$ cat config.mk
export PLATFORM = sky130hd
export DESIGN_NAME = enc8b10b_disparity_encoder
export DESIGN_NICKNAME = d
export VERILOG_FILES = /design/src/rtl/enc8b10b_pkg.sv /design/src/rtl/enc8b10b_classify.sv /design/src/rtl/enc8b10b_disparity_encoder.sv
export SDC_FILE = /design/constraint.sdc
export NUM_CORES = 1
export LEC_CHECK = 0
export ABC_AREA = 1
export BUFFER_PORTS_ARGS = -buffer_cell sky130_fd_sc_hd__buf_4
export CAP_MARGIN = 20
export CORE_MARGIN = 4
export CORE_UTILIZATION = 45
export CTS_CLUSTER_DIAMETER = 150
export DETAILED_ROUTE_END_ITERATION = 10
export GPL_TIMING_DRIVEN = 0
export MAX_ROUTING_LAYER = met4
export RECOVER_POWER = 100
export SETUP_SLACK_MARGIN = 0.02
export SLEW_MARGIN = 40
export SYNTH_ARGS = -nofsm -noshare
export SYNTH_HDL_FRONTEND = slang
export SYNTH_SLANG_ARGS = --single-unit
export TNS_END_PERCENT = 50
$ cat constraint.sdc
create_clock -name clk -period 1.4 [get_ports clk]
set_clock_uncertainty 0.05 [all_clocks]
set_input_delay 0.21 -clock clk [delete_from_list [all_inputs] [get_ports clk]]
set_output_delay 0.21 -clock clk [all_outputs]
set_load 0.05 [all_outputs]
$ cat src/rtl/enc8b10b_pkg.sv
// Shared 8b/10b constants: RD encodings, RD- sub-block tables, K28/A7/P7 codes and the legal K list.
// Used by enc8b10b_classify and enc8b10b_disparity_encoder.
package enc8b10b_pkg;

    localparam logic RD_NEG = 1'b0;
    localparam logic RD_POS = 1'b1;

    localparam logic [5:0] K28_6B_NEG = 6'b001111;
    localparam logic [3:0] P7_NEG     = 4'b1110;
    localparam logic [3:0] A7_NEG     = 4'b0111;
    localparam logic [7:0] K28_5_BYTE = 8'hBC;

    // abcdei for EDCBA = 0..31, RD- column
    localparam logic [5:0] TBL6_NEG [32] = '{
        6'b100111, 6'b011101, 6'b101101, 6'b110001, 6'b110101, 6'b101001, 6'b011001, 6'b111000,
        6'b111001, 6'b100101, 6'b010101, 6'b110100, 6'b001101, 6'b101100, 6'b011100, 6'b010111,
        6'b011011, 6'b100011, 6'b010011, 6'b110010, 6'b001011, 6'b101010, 6'b011010, 6'b111010,
        6'b110011, 6'b100110, 6'b010110, 6'b110110, 6'b001110, 6'b101110, 6'b011110, 6'b101011
    };

    // fghj for HGF = 0..7, RD- column (x.7 holds the primary P7 form)
    localparam logic [3:0] TBL4_NEG [8] = '{
        4'b1011, 4'b1001, 4'b0101, 4'b1100, 4'b1101, 4'b1010, 4'b0110, P7_NEG
    };

    localparam logic [7:0] K7_LEGAL [4] = '{8'hF7, 8'hFB, 8'hFD, 8'hFE};

    typedef struct packed {
        logic [5:0] c6;
        logic [3:0] c4;
        logic       u6;
        logic       u4;
        logic       d7;
        logic       x3;
        logic       y7;
        logic       alt_neg;
        logic       alt_pos;
        logic       k28;
        logic       kerr;
    } enc_class_t;

    function automatic logic is_legal_k(input logic [7:0] b);
        logic ok;
        ok = (b[4:0] == 5'd28);
        for (int unsigned i = 0; i < 4; i++) begin
            if (b == K7_LEGAL[i]) ok = 1'b1;
        end
        return ok;
    endfunction

endpackage

$ cat src/rtl/enc8b10b_classify.sv
// Combinational 5b/6b + 3b/4b classification of one byte; forms the S1 next-state.
// ENC8B10B_KERR_EN: illegal K bytes are flagged and substituted with K28.5.
module enc8b10b_classify
    import enc8b10b_pkg::*;
(
    input  logic [7:0] i_data,
    input  logic       i_k,
    output enc_class_t o_class
);

    logic [7:0] w_byte;
    logic       w_kerr;
    logic [4:0] w_x;
    logic [2:0] w_y;
    logic       w_k28;
    logic       w_y7;
    logic [5:0] w_c6;
    logic [3:0] w_c4;

`ifdef ENC8B10B_KERR_EN
    assign w_kerr = i_k & ~is_legal_k(i_data);
    assign w_byte = w_kerr ? K28_5_BYTE : i_data;
`else
    assign w_kerr = 1'b0;
    assign w_byte = i_data;
`endif

    assign w_x   = w_byte[4:0];
    assign w_y   = w_byte[7:5];
    assign w_k28 = i_k & (w_x == 5'd28);
    assign w_y7  = (w_y == 3'd7);
    assign w_c6  = w_k28 ? K28_6B_NEG : TBL6_NEG[w_x];
    assign w_c4  = TBL4_NEG[w_y];

    // Any K.y.7 takes A7; data bytes only for the e=i run-length cases
    always_comb begin
        o_class         = '0;
        o_class.c6      = w_c6;
        o_class.c4      = w_c4;
        o_class.u6      = ($countones(w_c6) != 3);
        o_class.u4      = ($countones(w_c4) != 2);
        o_class.d7      = (w_c6 == 6'b111000);
        o_class.x3      = (w_y == 3'd3);
        o_class.y7      = w_y7;
        o_class.alt_neg = w_y7 & (i_k | (w_x == 5'd17) | (w_x == 5'd18) | (w_x == 5'd20));
        o_class.alt_pos = w_y7 & (i_k | (w_x == 5'd11) | (w_x == 5'd13) | (w_x == 5'd14));
        o_class.k28     = w_k28;
        o_class.kerr    = w_kerr;
    end

endmodule

$ cat src/rtl/enc8b10b_disparity_encoder.sv
// Two-stage registered 8b/10b encoder: S1 holds the classified byte, S2 applies running disparity.
// Optional illegal-K detection via ENC8B10B_KERR_EN (see enc8b10b_classify).
module enc8b10b_disparity_encoder
    import enc8b10b_pkg::*;
#(
    parameter logic RD_INIT = 1'b0
)
(
    input  logic       clk,
    input  logic       rst,
    input  logic [7:0] data_in,
    input  logic       k_in,
    input  logic       valid_in,
    output logic       ready_out,
    output logic [9:0] code_out,
    output logic       valid_out,
    input  logic       ready_in,
    output logic       rd_out,
    output logic       kerr_out
);

    enc_class_t w_s1_next;
    enc_class_t r_s1;
    logic       r_s1_valid;
    logic       r_valid_out;
    logic [9:0] r_code;
    logic       r_rd;
    logic       r_kerr;

    logic       w_s2_ready;
    logic       w_s1_ready;
    logic       w_rd_eff;
    logic       w_rd_mid;
    logic       w_alt;
    logic [5:0] w_c6;
    logic [3:0] w_c4b;
    logic [3:0] w_c4;
    logic [9:0] w_code;
    logic       w_rd_next;

    enc8b10b_classify u_classify (
        .i_data  (data_in),
        .i_k     (k_in),
        .o_class (w_s1_next)
    );

    assign w_s2_ready = ~r_valid_out | ready_in;
    assign w_s1_ready = ~r_s1_valid | w_s2_ready;

    // K28 is built in its RD- form and fully inverted for RD+, which keeps the comma polarity
    always_comb begin
        w_rd_eff  = r_s1.k28 ? RD_NEG : r_rd;
        w_c6      = ((r_s1.u6 | r_s1.d7) & w_rd_eff) ? ~r_s1.c6 : r_s1.c6;
        w_rd_mid  = w_rd_eff ^ r_s1.u6;
        w_alt     = r_s1.y7 & (w_rd_mid ? r_s1.alt_pos : r_s1.alt_neg);
        w_c4b     = w_alt ? A7_NEG : r_s1.c4;
        w_c4      = ((r_s1.u4 | r_s1.x3) & w_rd_mid) ? ~w_c4b : w_c4b;
        w_code    = {w_c6, w_c4};
        w_rd_next = w_rd_mid ^ r_s1.u4;
        if (r_s1.k28 && (r_rd == RD_POS)) begin
            w_code    = ~w_code;
            w_rd_next = ~w_rd_next;
        end
    end

    always_ff @(posedge clk or posedge rst) begin
        if (rst) begin
            r_s1_valid <= 1'b0;
            r_s1       <= '0;
        end else if (w_s1_ready) begin
            r_s1_valid <= valid_in;
            if (valid_in) r_s1 <= w_s1_next;
        end
    end

    always_ff @(posedge clk or posedge rst) begin
        if (rst) begin
            r_valid_out <= 1'b0;
            r_code      <= '0;
            r_rd        <= RD_INIT;
            r_kerr      <= 1'b0;
        end else if (w_s2_ready) begin
            r_valid_out <= r_s1_valid;
            r_kerr      <= r_s1_valid & r_s1.kerr;
            if (r_s1_valid) begin
                r_code <= w_code;
                r_rd   <= w_rd_next;
            end
        end
    end

    assign ready_out = w_s1_ready;
    assign code_out  = r_code;
    assign valid_out = r_valid_out;
    assign rd_out    = r_rd;
    assign kerr_out  = r_kerr;

endmodule

==> results of run 1 <==
-- stage by stage --
stage	setup TNS (ps)	std cells
CTS	-1010	365
detailed placement	-2920	341
global route	-3070	366
floorplan	-2850	264
global placement	-2760	341
finish	-1130	366
-- power by group through the flow --
stage          logic, mW  clock network [mW]  registers [mW]
4_1_cts             2.04               0.921            1.28
2_1_floorplan      0.877                   0            1.84
6_report            2.12               0.915            1.29
3_3_place_gp        1.92                   0            1.28
3_5_place_dp        1.94                   0            1.30
5_1_grt             2.32               0.968            1.32
-- cell usage after synthesis (all sizes together) --
cell type and count:
a21boi 1, a21oi 2, a22oi 1, a31oi 4
and3 1, buf 3, clkbuf 2, conb 1
dfrtp 31, fa 3, ha 17, inv 40
nand2 74, nand3 20, nand4 5, nor2 14
o211ai 3, o21ai 24, o21bai 2, o221ai 1
o22ai 4, o31ai 1, or2 2, xnor2 2
xor2 6
-- sequential cells by signal, indices dropped and copies added (netlist names) --
signal,cells
valid_out,1
r_s1,18
r_s1_valid,1
code_out,10
rd_out,1
-- metal layers --
metal / vias to the layer above / global-route usage
met5: - / -
met4: 0 / 0.0524
met3: 7 / 0.0409
met2: 30 / 0.300
met1: 832 / 0.236
li1: 949 / -
-- layout make-up --
type | instances | area [um^2] | share of cell area
Buffer | 5 | 47.5 | 0.0165
Inverter | 40 | 163 | 0.0563
Tap cell | 52 | 65.1 | 0.0225
Multi-Input combinational cell | 188 | 1380 | 0.477
Sequential cell | 31 | 777 | 0.269
Timing Repair Buffer | 42 | 340 | 0.118
Clock buffer | 6 | 82.6 | 0.0286
Clock inverter | 2 | 35.0 | 0.0121
-- worst min-delay path by stage --
stage,startpoint,end,slack [ps],depth (start not counted)
after floorplan,rst,code_out[0]$_DFFE_PP0P_,260,1
after global placement,data_in[6],r_s1[12]$_DFFE_PP0P_,400,2
after detailed placement,rst,code_out[6]$_DFFE_PP0P_,300,2
after CTS,data_in[6],r_s1[12]$_DFFE_PP0P_,70,2
after global routing,data_in[6],r_s1[12]$_DFFE_PP0P_,70,2
final,data_in[6],r_s1[12]$_DFFE_PP0P_,60,2
-- cells by family (layout without fill, tap and decap cells) --
| logic type | after synthesis | count (layout) | share of synthesized area |
|---|---|---|---|
| XOR/XNOR | 8 | 8 | 0.0338 |
| AO/OA/AOI/OAI | 43 | 43 | 0.135 |
| AND/OR/NAND/NOR | 116 | 116 | 0.239 |
| adder cells (fa/ha/maj) | 20 | 20 | 0.131 |
| buffers and inverters | 45 | 95 | 0.0844 |
| other | 1 | 1 | 0.00181 |
| flip-flops | 31 | 31 | 0.374 |
-- repair_timing --
action	4_1_cts	5_1_grt
setup endpoints to repair	12	16
gates resized for setup	32	35
pin swaps	13	27
buffers inserted	15	5
endpoints found under the hold margin	26	0
hold buffers	1	0
==> impl_metrics.env, run 1 <==
export IMPL_crit_path_max_fanout=5
export IMPL_crit_slowest_cell="fa_1"
export IMPL_wl_met2_um=2320
export IMPL_die_y_um=75.9
export IMPL_synth_area_leader_cell="dfrtp_1"
export IMPL_intPower_mw=2.39
export IMPL_route_met3_wl_um=191
export IMPL_num_vias=1818
export IMPL_ys_types=35
export IMPL_cp_num_cells=15
export IMPL_power_frac_seq=0.297
export IMPL_io_pins=27
export IMPL_drive_above_1_share=0.373
export IMPL_grt_pass1_wl_um=7880
export IMPL_tightest_slew_ps=631
export IMPL_maxSlewViolCount=0
export IMPL_relSlewSlack=0.579
export IMPL_yosysWarnings=0
export IMPL_design_area_um2=2890
export IMPL_reg2reg_from="valid_out$_DFFE_PP0P_"
export IMPL_startpoint="data_in[1]"
export IMPL_p_total_mw=4.32
export IMPL_final_common_cell="nand2_1"
export IMPL_via_per_inst=4.97
export IMPL_rrSetupSlack_ps=-10
export IMPL_dr_first_iter_drc_count=71
export IMPL_grt_max_degree=32
export IMPL_swShare=0.447
export IMPL_cts_tree="done"
export IMPL_fmax_ghz=0.430
export IMPL_clock_path_buffers=2
export IMPL_antenna_found_initial=0
export IMPL_synth_cells=264
export IMPL_ys_seq_area_frac=0.374
export IMPL_worstPathRequired_ps=1520
export IMPL_syn_area_per_cell_um2=7.86
export IMPL_netlist_area_um2=2070
export IMPL_holdWs_ps=64.5
export IMPL_final_setup_worst_slack_ps=-928
export IMPL_final_hold_viol_count=0
export IMPL_p_leak_nw=1.42
export IMPL_root_buffer="clkbuf_8"
export IMPL_crit_family="adder cells"
export IMPL_start_kind="input pin"
export IMPL_reg2reg_depth=6
export IMPL_ant_nets=0
export IMPL_routabilityCongestion=0.955
export IMPL_grt_overflow=0
export IMPL_layout_area_overhead_vs_synth_pct=39.3
export IMPL_min_period_ps=2330
export IMPL_clock_latency_ps=290
export IMPL_coreArea_um2=4410
export IMPL_violations="setup timing"
export IMPL_drc_errors=0
export IMPL_path_clk_slew_ps=70
export IMPL_routedWlPerCell_um=13.2
export IMPL_hpwl_um=3410
export IMPL_end_kind="flop"
export IMPL_grt_pass1_vias=1726
export IMPL_cts_buffers=5
export IMPL_drt_pass1_iterations=4
export IMPL_postPlaceCellArea_um2=2460
export IMPL_setup_violations_final=3
export IMPL_synthesis_nets=297
export IMPL_min_path_type="input pin to flop"
export IMPL_endpoint="r_s1[8]$_DFFE_PP0P_"
export IMPL_r2r_end="r_s1[7]$_DFFE_PP0P_"
export IMPL_clock_power_share=0.212
export IMPL_final_cell_mix="nand2_1, dfrtp_1, inv_1, buf_4, o21ai_1"
export IMPL_path_buf_inv=3
export IMPL_ys_seq_elements=31
export IMPL_wl_met1_um=2260
export IMPL_routed_wl_um=4840
export IMPL_cp_slowest_stage_delay_ps=440
export IMPL_combinationalPowerShare=0.491
export IMPL_fin_nets=346
export IMPL_final_util=0.654
export IMPL_finalCritPeriodShare=1.66
export IMPL_synth_area_top_cells="dfrtp_1, nand2_1, ha_1, inv_1, o21ai_0"
export IMPL_final_fill_count=398
export IMPL_yosysTopAreaCellShare=0.374
export IMPL_rows=24
export IMPL_pre_cts_ws_ps=-1240
export IMPL_outcome="finished, violations left"
export IMPL_switchingPower_mw=1.93
export IMPL_cts_htree_levels=2
export IMPL_maxCapViolations=0
export IMPL_peakVddDrop_uv=605
export IMPL_grt_usage=0.187
export IMPL_die_area_um2=5760
export IMPL_crit_chain="buf_8 -> clkinvlp_4 -> buf_12 -> ha_4 -> a21boi_4 -> o21ai_2 -> nand2_1 -> nor2_1 -> ha_2 -> fa_1 -> ha_4 -> nor2_2 -> nand2_1 -> o21ai_1 -> o21ai_1"
export IMPL_die_w_um=75.9
export IMPL_top_layer="met4"
export IMPL_crit_type="input pin to flop"
export IMPL_cp_arrival_ps=2450
export IMPL_powerDensity_nw_per_um2=1500
export IMPL_portBuffers=25
export IMPL_initial_core_util=0.470
export IMPL_cts_sinks=31
export IMPL_n_antenna_cell=0
export IMPL_rsz0062_at_grt="yes"
Power figures use the tool's default switching activity.
==> run 2: changes to the inputs <==
--- a/config.mk
+++ b/config.mk
@@ -11,6 +11,7 @@
 export CORE_MARGIN = 4
 export CORE_UTILIZATION = 45
 export CTS_CLUSTER_DIAMETER = 150
+export CTS_CLUSTER_SIZE = 8
 export DETAILED_ROUTE_END_ITERATION = 10
 export GPL_TIMING_DRIVEN = 0
 export MAX_ROUTING_LAYER = met4
@@ -19,5 +20,6 @@
 export SLEW_MARGIN = 40
 export SYNTH_ARGS = -nofsm -noshare
 export SYNTH_HDL_FRONTEND = slang
+export SYNTH_HIERARCHICAL = 1
 export SYNTH_SLANG_ARGS = --single-unit
 export TNS_END_PERCENT = 50
==> impl_metrics.env, run 2 <==
export IMPL_intPower_mw=2.67
export IMPL_io_pins=27
export IMPL_min_path_type="input pin to flop"
export IMPL_drc_errors=0
export IMPL_outcome="finished, violations left"
export IMPL_top_layer="met4"
export IMPL_dp_cells=380
export IMPL_finalCritPeriodShare=2.20
export IMPL_hpwl_um=3440
export IMPL_grt_overflow=0
export IMPL_ant_nets=0
export IMPL_portBuffers=25
export IMPL_async_reset_ff_frac=1.00
export IMPL_violations="setup timing"
export IMPL_dr_first_iter_drc_count=125
export IMPL_die_area_um2=6260
export IMPL_power_frac_seq=0.291
export IMPL_synth_edf_count=0
export IMPL_combinationalPowerShare=0.514
export IMPL_holdWs_ps=79.5
export IMPL_powerDensity_nw_per_um2=1470
export IMPL_wl_met2_um=2690
export IMPL_cp_arrival_ps=3180
export IMPL_wl_met1_um=2530
export IMPL_relSlewSlack=0.177
export IMPL_clock_path_buffers=2
export IMPL_grt_max_degree=34
export IMPL_route_met3_wl_um=260
export IMPL_final_util=0.673
export IMPL_yosysWarnings=6
export IMPL_synthesis_nets=317
export IMPL_cts_htree_levels=2
export IMPL_ys_types=36
export IMPL_final_setup_worst_slack_ps=-1680
export IMPL_routedWlPerCell_um=13.2
export IMPL_maxCapViolations=0
export IMPL_crit_family="adder cells"
export IMPL_p_leak_nw=1.65
export IMPL_min_period_ps=3080
export IMPL_worstPathRequired_ps=1510
export IMPL_largest_reg_flops=19
export IMPL_drt_pass1_iterations=4
export IMPL_grt_pass1_wl_um=8200
export IMPL_crit_type="input pin to flop"
export IMPL_ctsHoldBuffers=0
export IMPL_ys_flop_type="dfrtp_1"
export IMPL_drive_above_1_share=0.413
export IMPL_peakVddDrop_uv=708
export IMPL_swShare=0.441
export IMPL_die_w_um=79.1
export IMPL_synth_commonest_cells="nand2_1, inv_1, dfrtp_1"
export IMPL_num_vias=2035
export IMPL_ys_seq_area_frac=0.363
export IMPL_synth_area_leader_cell="dfrtp_1"
export IMPL_switchingPower_mw=2.10
export IMPL_start_kind="input pin"
export IMPL_clock_latency_ps=290
export IMPL_root_buffer="clkbuf_8"
export IMPL_coreArea_um2=4820
export IMPL_tightest_slew_ps=1230
export IMPL_top_register="r_s1"
export IMPL_rows=25
export IMPL_end_kind="flop"
export IMPL_fin_nets=386
export IMPL_synth_most_common_cell="nand2_1"
export IMPL_final_common_cell="nand2_1"
export IMPL_crit_chain="buf_12 -> clkinvlp_4 -> ha_4 -> inv_2 -> nand2_2 -> o211ai_1 -> nand2_1 -> nand2_1 -> nand3_2 -> fa_1 -> inv_1 -> fa_1 -> inv_1 -> ha_2 -> inv_2 -> fa_1 -> nand3b_1 -> nor2_1 -> a21oi_1"
export IMPL_path_clk_slew_ps=60
export IMPL_final_cell_count_no_fill=425
export IMPL_rsz0062_at_grt="yes"
export IMPL_path_buf_inv=6
export IMPL_routabilityCongestion=0.869
export IMPL_crit_slowest_cell="fa_1"
export IMPL_synth_area_top_cells="dfrtp_1, nand2_1, ha_1, inv_1, nand3_1"
export IMPL_fmax_ghz=0.325
export IMPL_cts_buffers=5
export IMPL_final_cell_mix="nand2_1, buf_6, inv_1, dfrtp_1, nor2_1"
export IMPL_setup_violations_final=8
export IMPL_initial_core_util=0.472
export IMPL_yosysTopAreaCellShare=0.363
export IMPL_netlist_area_um2=2280
export IMPL_grt_pass1_vias=1804
export IMPL_cp_slowest_stage_delay_ps=500
export IMPL_postPlaceCellArea_um2=2620
export IMPL_design_area_um2=3240
export IMPL_die_y_um=79.1
export IMPL_clock_power_share=0.195
export IMPL_crit_top_cell="fa_1"
export IMPL_antenna_found_initial=0
export IMPL_ys_seq_elements=33
export IMPL_via_per_inst=4.79
export IMPL_grt_usage=0.170
export IMPL_crit_path_max_fanout=6
export IMPL_maxSlewViolCount=0
export IMPL_n_antenna_cell=0
export IMPL_final_hold_viol_count=0
export IMPL_routed_wl_um=5590
export IMPL_cts_tree="done"
export IMPL_cts_sinks=33
export IMPL_layout_area_overhead_vs_synth_pct=42.5
export IMPL_syn_area_per_cell_um2=7.90
export IMPL_synth_cells=288
==> run 2: cell types whose count changed in the layout (fill, tap and decap cells not counted), moves of 6 or more <==
cell     delta
buf_6      +27
nor2_1     +14
nand3_1     +7
inv_1       +6
a21oi_1    +16
o21ai_1    -11
nand2_1     -8
==> run 2: cell type report <==
type                    count  area (um^2)
fillers                   422         1570
multi-input cells         198         1370
flip-flops and latches     33          830
repair buffers             62          562
inverters                  47          188
plain buffers              10         95.1
clock buffers               7         86.3
well taps                  67         83.8
clock inverters             1         30.0
==> run 2: kinds of logic (layout without fill, tap and decap cells) <==
| kind of cell | count (synthesis) | after routing | share of synthesized area |
|---|---|---|---|
| compound gates | 38 | 38 | 0.0973 |
| xor+xnor | 8 | 8 | 0.0308 |
| fa+ha+maj | 16 | 16 | 0.101 |
| buf+inv | 57 | 127 | 0.114 |
| flops | 33 | 33 | 0.363 |
| mux | 4 | 4 | 0.0198 |
| other cells | 1 | 1 | 0.00165 |
| simple gates | 131 | 131 | 0.272 |
==> run 2: routing by layer <==
| metal | global-route usage | up-vias |
|---|---|---|
| met5 | - | - |
| met4 | 0.0515 | 0 |
| met2 | 0.256 | 56 |
| met1 | 0.227 | 930 |
| met3 | 0.0420 | 12 |
| li1 | - | 1037 |
==> run 2: metrics by stage <==
stage          power [mW]  setup TNS, ps  worst slack, ps
6_report             4.77          -5590            -1680
2_1_floorplan        3.01          -4090            -1590
3_5_place_dp         3.54          -3720            -1980
3_3_place_gp         3.51          -5580            -1950
5_1_grt              5.08          -7930            -1790
4_1_cts              4.59          -3680            -1520
==> run 2: timing repair <==
item / CTS / global route
pin swaps: 10 / 16
buffers inserted: 19 / 23
endpoints found under the setup margin: 4 / 14
gates resized for setup: 30 / 41
endpoints found under the hold margin: 0 / 0
==> run 2: path summary, 6_finish.rpt <==
check                                         from                      end  slack (ps)  cells after the start
max                                     data_in[0]      r_s1[8]$_DFFE_PP0P_       -1680                     19
min                                       ready_in    valid_out$_DFFE_PP0P_          80                      2
max reg2reg                  valid_out$_DFFE_PP0P_      r_s1[8]$_DFFE_PP0P_         -80                      7
min reg2reg                code_out[2]$_DFFE_PP0P_  code_out[2]$_DFFE_PP0P_         430                      2
max in group asynchronous                      rst      r_s1[8]$_DFFE_PP0P_         260                      2
min in group asynchronous                      rst  code_out[9]$_DFFE_PP0P_         220                      2
==> run 2: power by group through the flow <==
| stage | clock network (mW) | logic (mW) | registers [mW] |
|---|---|---|---|
| 2_1_floorplan | 0 | 1.05 | 1.96 |
| 3_3_place_gp | 0 | 2.13 | 1.38 |
| 3_5_place_dp | 0 | 2.16 | 1.39 |
| 4_1_cts | 0.941 | 2.29 | 1.37 |
| 5_1_grt | 0.987 | 2.67 | 1.43 |
| 6_report | 0.931 | 2.45 | 1.39 |
==> run 3: changes to the inputs <==
--- a/config.mk
+++ b/config.mk
@@ -6,7 +6,7 @@
 export NUM_CORES = 1
 export LEC_CHECK = 0
 export ABC_AREA = 1
-export BUFFER_PORTS_ARGS = -buffer_cell sky130_fd_sc_hd__buf_4
+export BUFFER_PORTS_ARGS = -buffer_cell sky130_fd_sc_hd__buf_2
 export CAP_MARGIN = 20
 export CORE_MARGIN = 4
 export CORE_UTILIZATION = 45
@@ -17,9 +17,9 @@
 export MAX_ROUTING_LAYER = met4
 export RECOVER_POWER = 100
 export SETUP_SLACK_MARGIN = 0.02
-export SLEW_MARGIN = 40
+export SLEW_MARGIN = 25
 export SYNTH_ARGS = -nofsm -noshare
 export SYNTH_HDL_FRONTEND = slang
 export SYNTH_HIERARCHICAL = 1
 export SYNTH_SLANG_ARGS = --single-unit
-export TNS_END_PERCENT = 50
+export TNS_END_PERCENT = 100
==> impl_metrics.env, run 3 (synthesis gave the netlist of run 2 again) <==
export IMPL_outcome="finished, violations left"
export IMPL_violations="hold timing, setup timing"
export IMPL_final_setup_worst_slack_ps=-1580
export IMPL_path_clk_slew_ps=70
export IMPL_grt_pass1_wl_um=7980
export IMPL_r2r_end="r_s1[4]$_DFFE_PP0P_"
export IMPL_crit_slowest_cell="fa_1"
export IMPL_reg2reg_depth=5
export IMPL_initial_core_util=0.472
export IMPL_io_pins=27
export IMPL_route_met3_wl_um=167
export IMPL_clock_latency_ps=280
export IMPL_ctsHoldBuffers=0
export IMPL_grt_max_degree=34
export IMPL_cp_slowest_stage_delay_ps=540
export IMPL_routedWlPerCell_um=11.9
export IMPL_wl_met1_um=2340
export IMPL_multiInputGateArea_um2=1360
export IMPL_final_cell_mix="nand2_1, inv_1, dfrtp_1, nor2_1, buf_6"
export IMPL_antenna_found_initial=0
export IMPL_top_layer="met4"
export IMPL_top_register="r_s1"
export IMPL_final_fill_count=449
export IMPL_routabilityCongestion=0.805
export IMPL_pre_cts_ws_ps=-2070
export IMPL_drt_pass1_iterations=4
export IMPL_portBuffers=25
export IMPL_finalCritPeriodShare=2.13
export IMPL_crit_chain="buf_12 -> clkinvlp_4 -> ha_4 -> nand2_1 -> nand2_1 -> a21oi_2 -> inv_1 -> fa_1 -> inv_1 -> fa_1 -> inv_1 -> ha_2 -> inv_2 -> fa_1 -> nand3b_1 -> nor2_1 -> a21oi_1"
export IMPL_ant_nets=0
export IMPL_rows=25
export IMPL_p_leak_nw=1.58
export IMPL_startpoint="data_in[0]"
export IMPL_grt_overflow=0
export IMPL_root_buffer="clkbuf_8"
export IMPL_finalSetupTns_ps=-4450
export IMPL_n_antenna_cell=0
export IMPL_powerDensity_nw_per_um2=1480
export IMPL_cts_htree_levels=2
export IMPL_min_path_type="input pin to async pin"
export IMPL_maxSlewViolCount=0
export IMPL_layout_area_overhead_vs_synth_pct=36.0
export IMPL_cts_sinks=33
export IMPL_crit_type="input pin to flop"
export IMPL_die_w_um=79.1
export IMPL_hpwl_um=3390
export IMPL_coreArea_um2=4820
export IMPL_drive_above_1_share=0.401
export IMPL_clock_path_buffers=2
export IMPL_holdWs_ps=-22.9
export IMPL_dr_first_iter_drc_count=96
export IMPL_routed_wl_um=4940
export IMPL_crit_path_max_fanout=6
export IMPL_final_hold_viol_count=33
export IMPL_largest_reg_flops=19
export IMPL_worstPathRequired_ps=1520
export IMPL_num_vias=1974
export IMPL_rsz0062_at_grt="yes"
export IMPL_cts_buffers=5
export IMPL_wl_met2_um=2380
export IMPL_peakVddDrop_uv=764
export IMPL_start_kind="input pin"
export IMPL_seq_area_um2=830
export IMPL_grt_pass1_vias=1792
export IMPL_final_common_cell="nand2_1"
export IMPL_min_period_ps=2980
export IMPL_cts_tree="done"
export IMPL_drc_errors=0
export IMPL_grt_usage=0.162
export IMPL_maxCapViolations=0
export IMPL_fmax_ghz=0.335
export IMPL_setup_violations_final=5
export IMPL_tightest_slew_ps=678
export IMPL_relSlewSlack=0.547
export IMPL_end_kind="flop"
export IMPL_fin_nets=377
export IMPL_die_area_um2=6260
export IMPL_via_per_inst=4.75
export IMPL_rrSetupSlack_ps=20
export IMPL_reg2reg_from="valid_out$_DFFE_PP0P_"
export IMPL_die_y_um=79.1
export IMPL_path_buf_inv=6
export IMPL_crit_family="adder cells"
export IMPL_cp_arrival_ps=3100
## run 3: cell count changes in the layout (fill, tap and decap cells not counted), moves of 3 or more
cell    previous run  this run
buf_6             33        21
buf_4             21        17
nor2_4             2         5
buf_2              1         8
## run 3: worst register-to-register path: stages, from the launching register on
cell and delay [ps]:
dfrtp_2 350, inv_1 60, nor2_2 250, nand2_8 90, nand2_4 160, mux2_4 320
## run 3: final cells by class
cell class / instances / area share
Timing Repair Buffer: 53 / 0.142
Tap cell: 67 / 0.0271
Clock buffer: 7 / 0.0311
Sequential cell: 33 / 0.268
Multi-Input combinational cell: 198 / 0.438
Clock inverter: 1 / 0.00162
Inverter: 47 / 0.0614
Buffer: 10 / 0.0307
## run 3: worst max path at each step
stage / end / cells after the start
detailed placement: r_s1[8]$_DFFE_PP0P_ / 19
CTS: r_s1[8]$_DFFE_PP0P_ / 19
global placement: r_s1[8]$_DFFE_PP0P_ / 19
global route: r_s1[8]$_DFFE_PP0P_ / 17
finish: r_s1[8]$_DFFE_PP0P_ / 17
floorplan: r_s1[8]$_DFFE_PP0P_ / 18
## run 3: stage by stage
step / cell area (um^2) / cells / util / hold WS (ps) / total power [mW]
2_1_floorplan: 2360 / 288 / - / 264 / 3.02
3_3_place_gp: 2560 / 380 / 0.532 / 397 / 3.40
3_5_place_dp: 2560 / 380 / 0.532 / 307 / 3.43
4_1_cts: 2790 / 393 / 0.580 / 0.627 / 4.29
5_1_grt: 3100 / 416 / 0.643 / 49.5 / 4.90
6_report: 3100 / 416 / 0.643 / -22.9 / 4.57
## run 3: timing repair
item / 4_1_cts / 5_1_grt
gates cloned: 0 / 1
gates resized for setup: 24 / 45
setup endpoints to repair: 4 / 18
pin swaps: 14 / 18
buffers inserted: 5 / 23
## run 3: layer usage
layer	track usage	vias to the layer above
li1	-	1019
met1	0.219	913
met2	0.251	37
met3	0.0238	5
met4	0.0515	0
met5	-	-
## run 3: where the power goes
| part | internal (mW) | switching (mW) |
|---|---|---|
| clock | 0.444 | 0.341 |
| sequential | 1.22 | 0.169 |
| combinational | 0.840 | 1.56 |
| total | 2.51 | 2.07 |
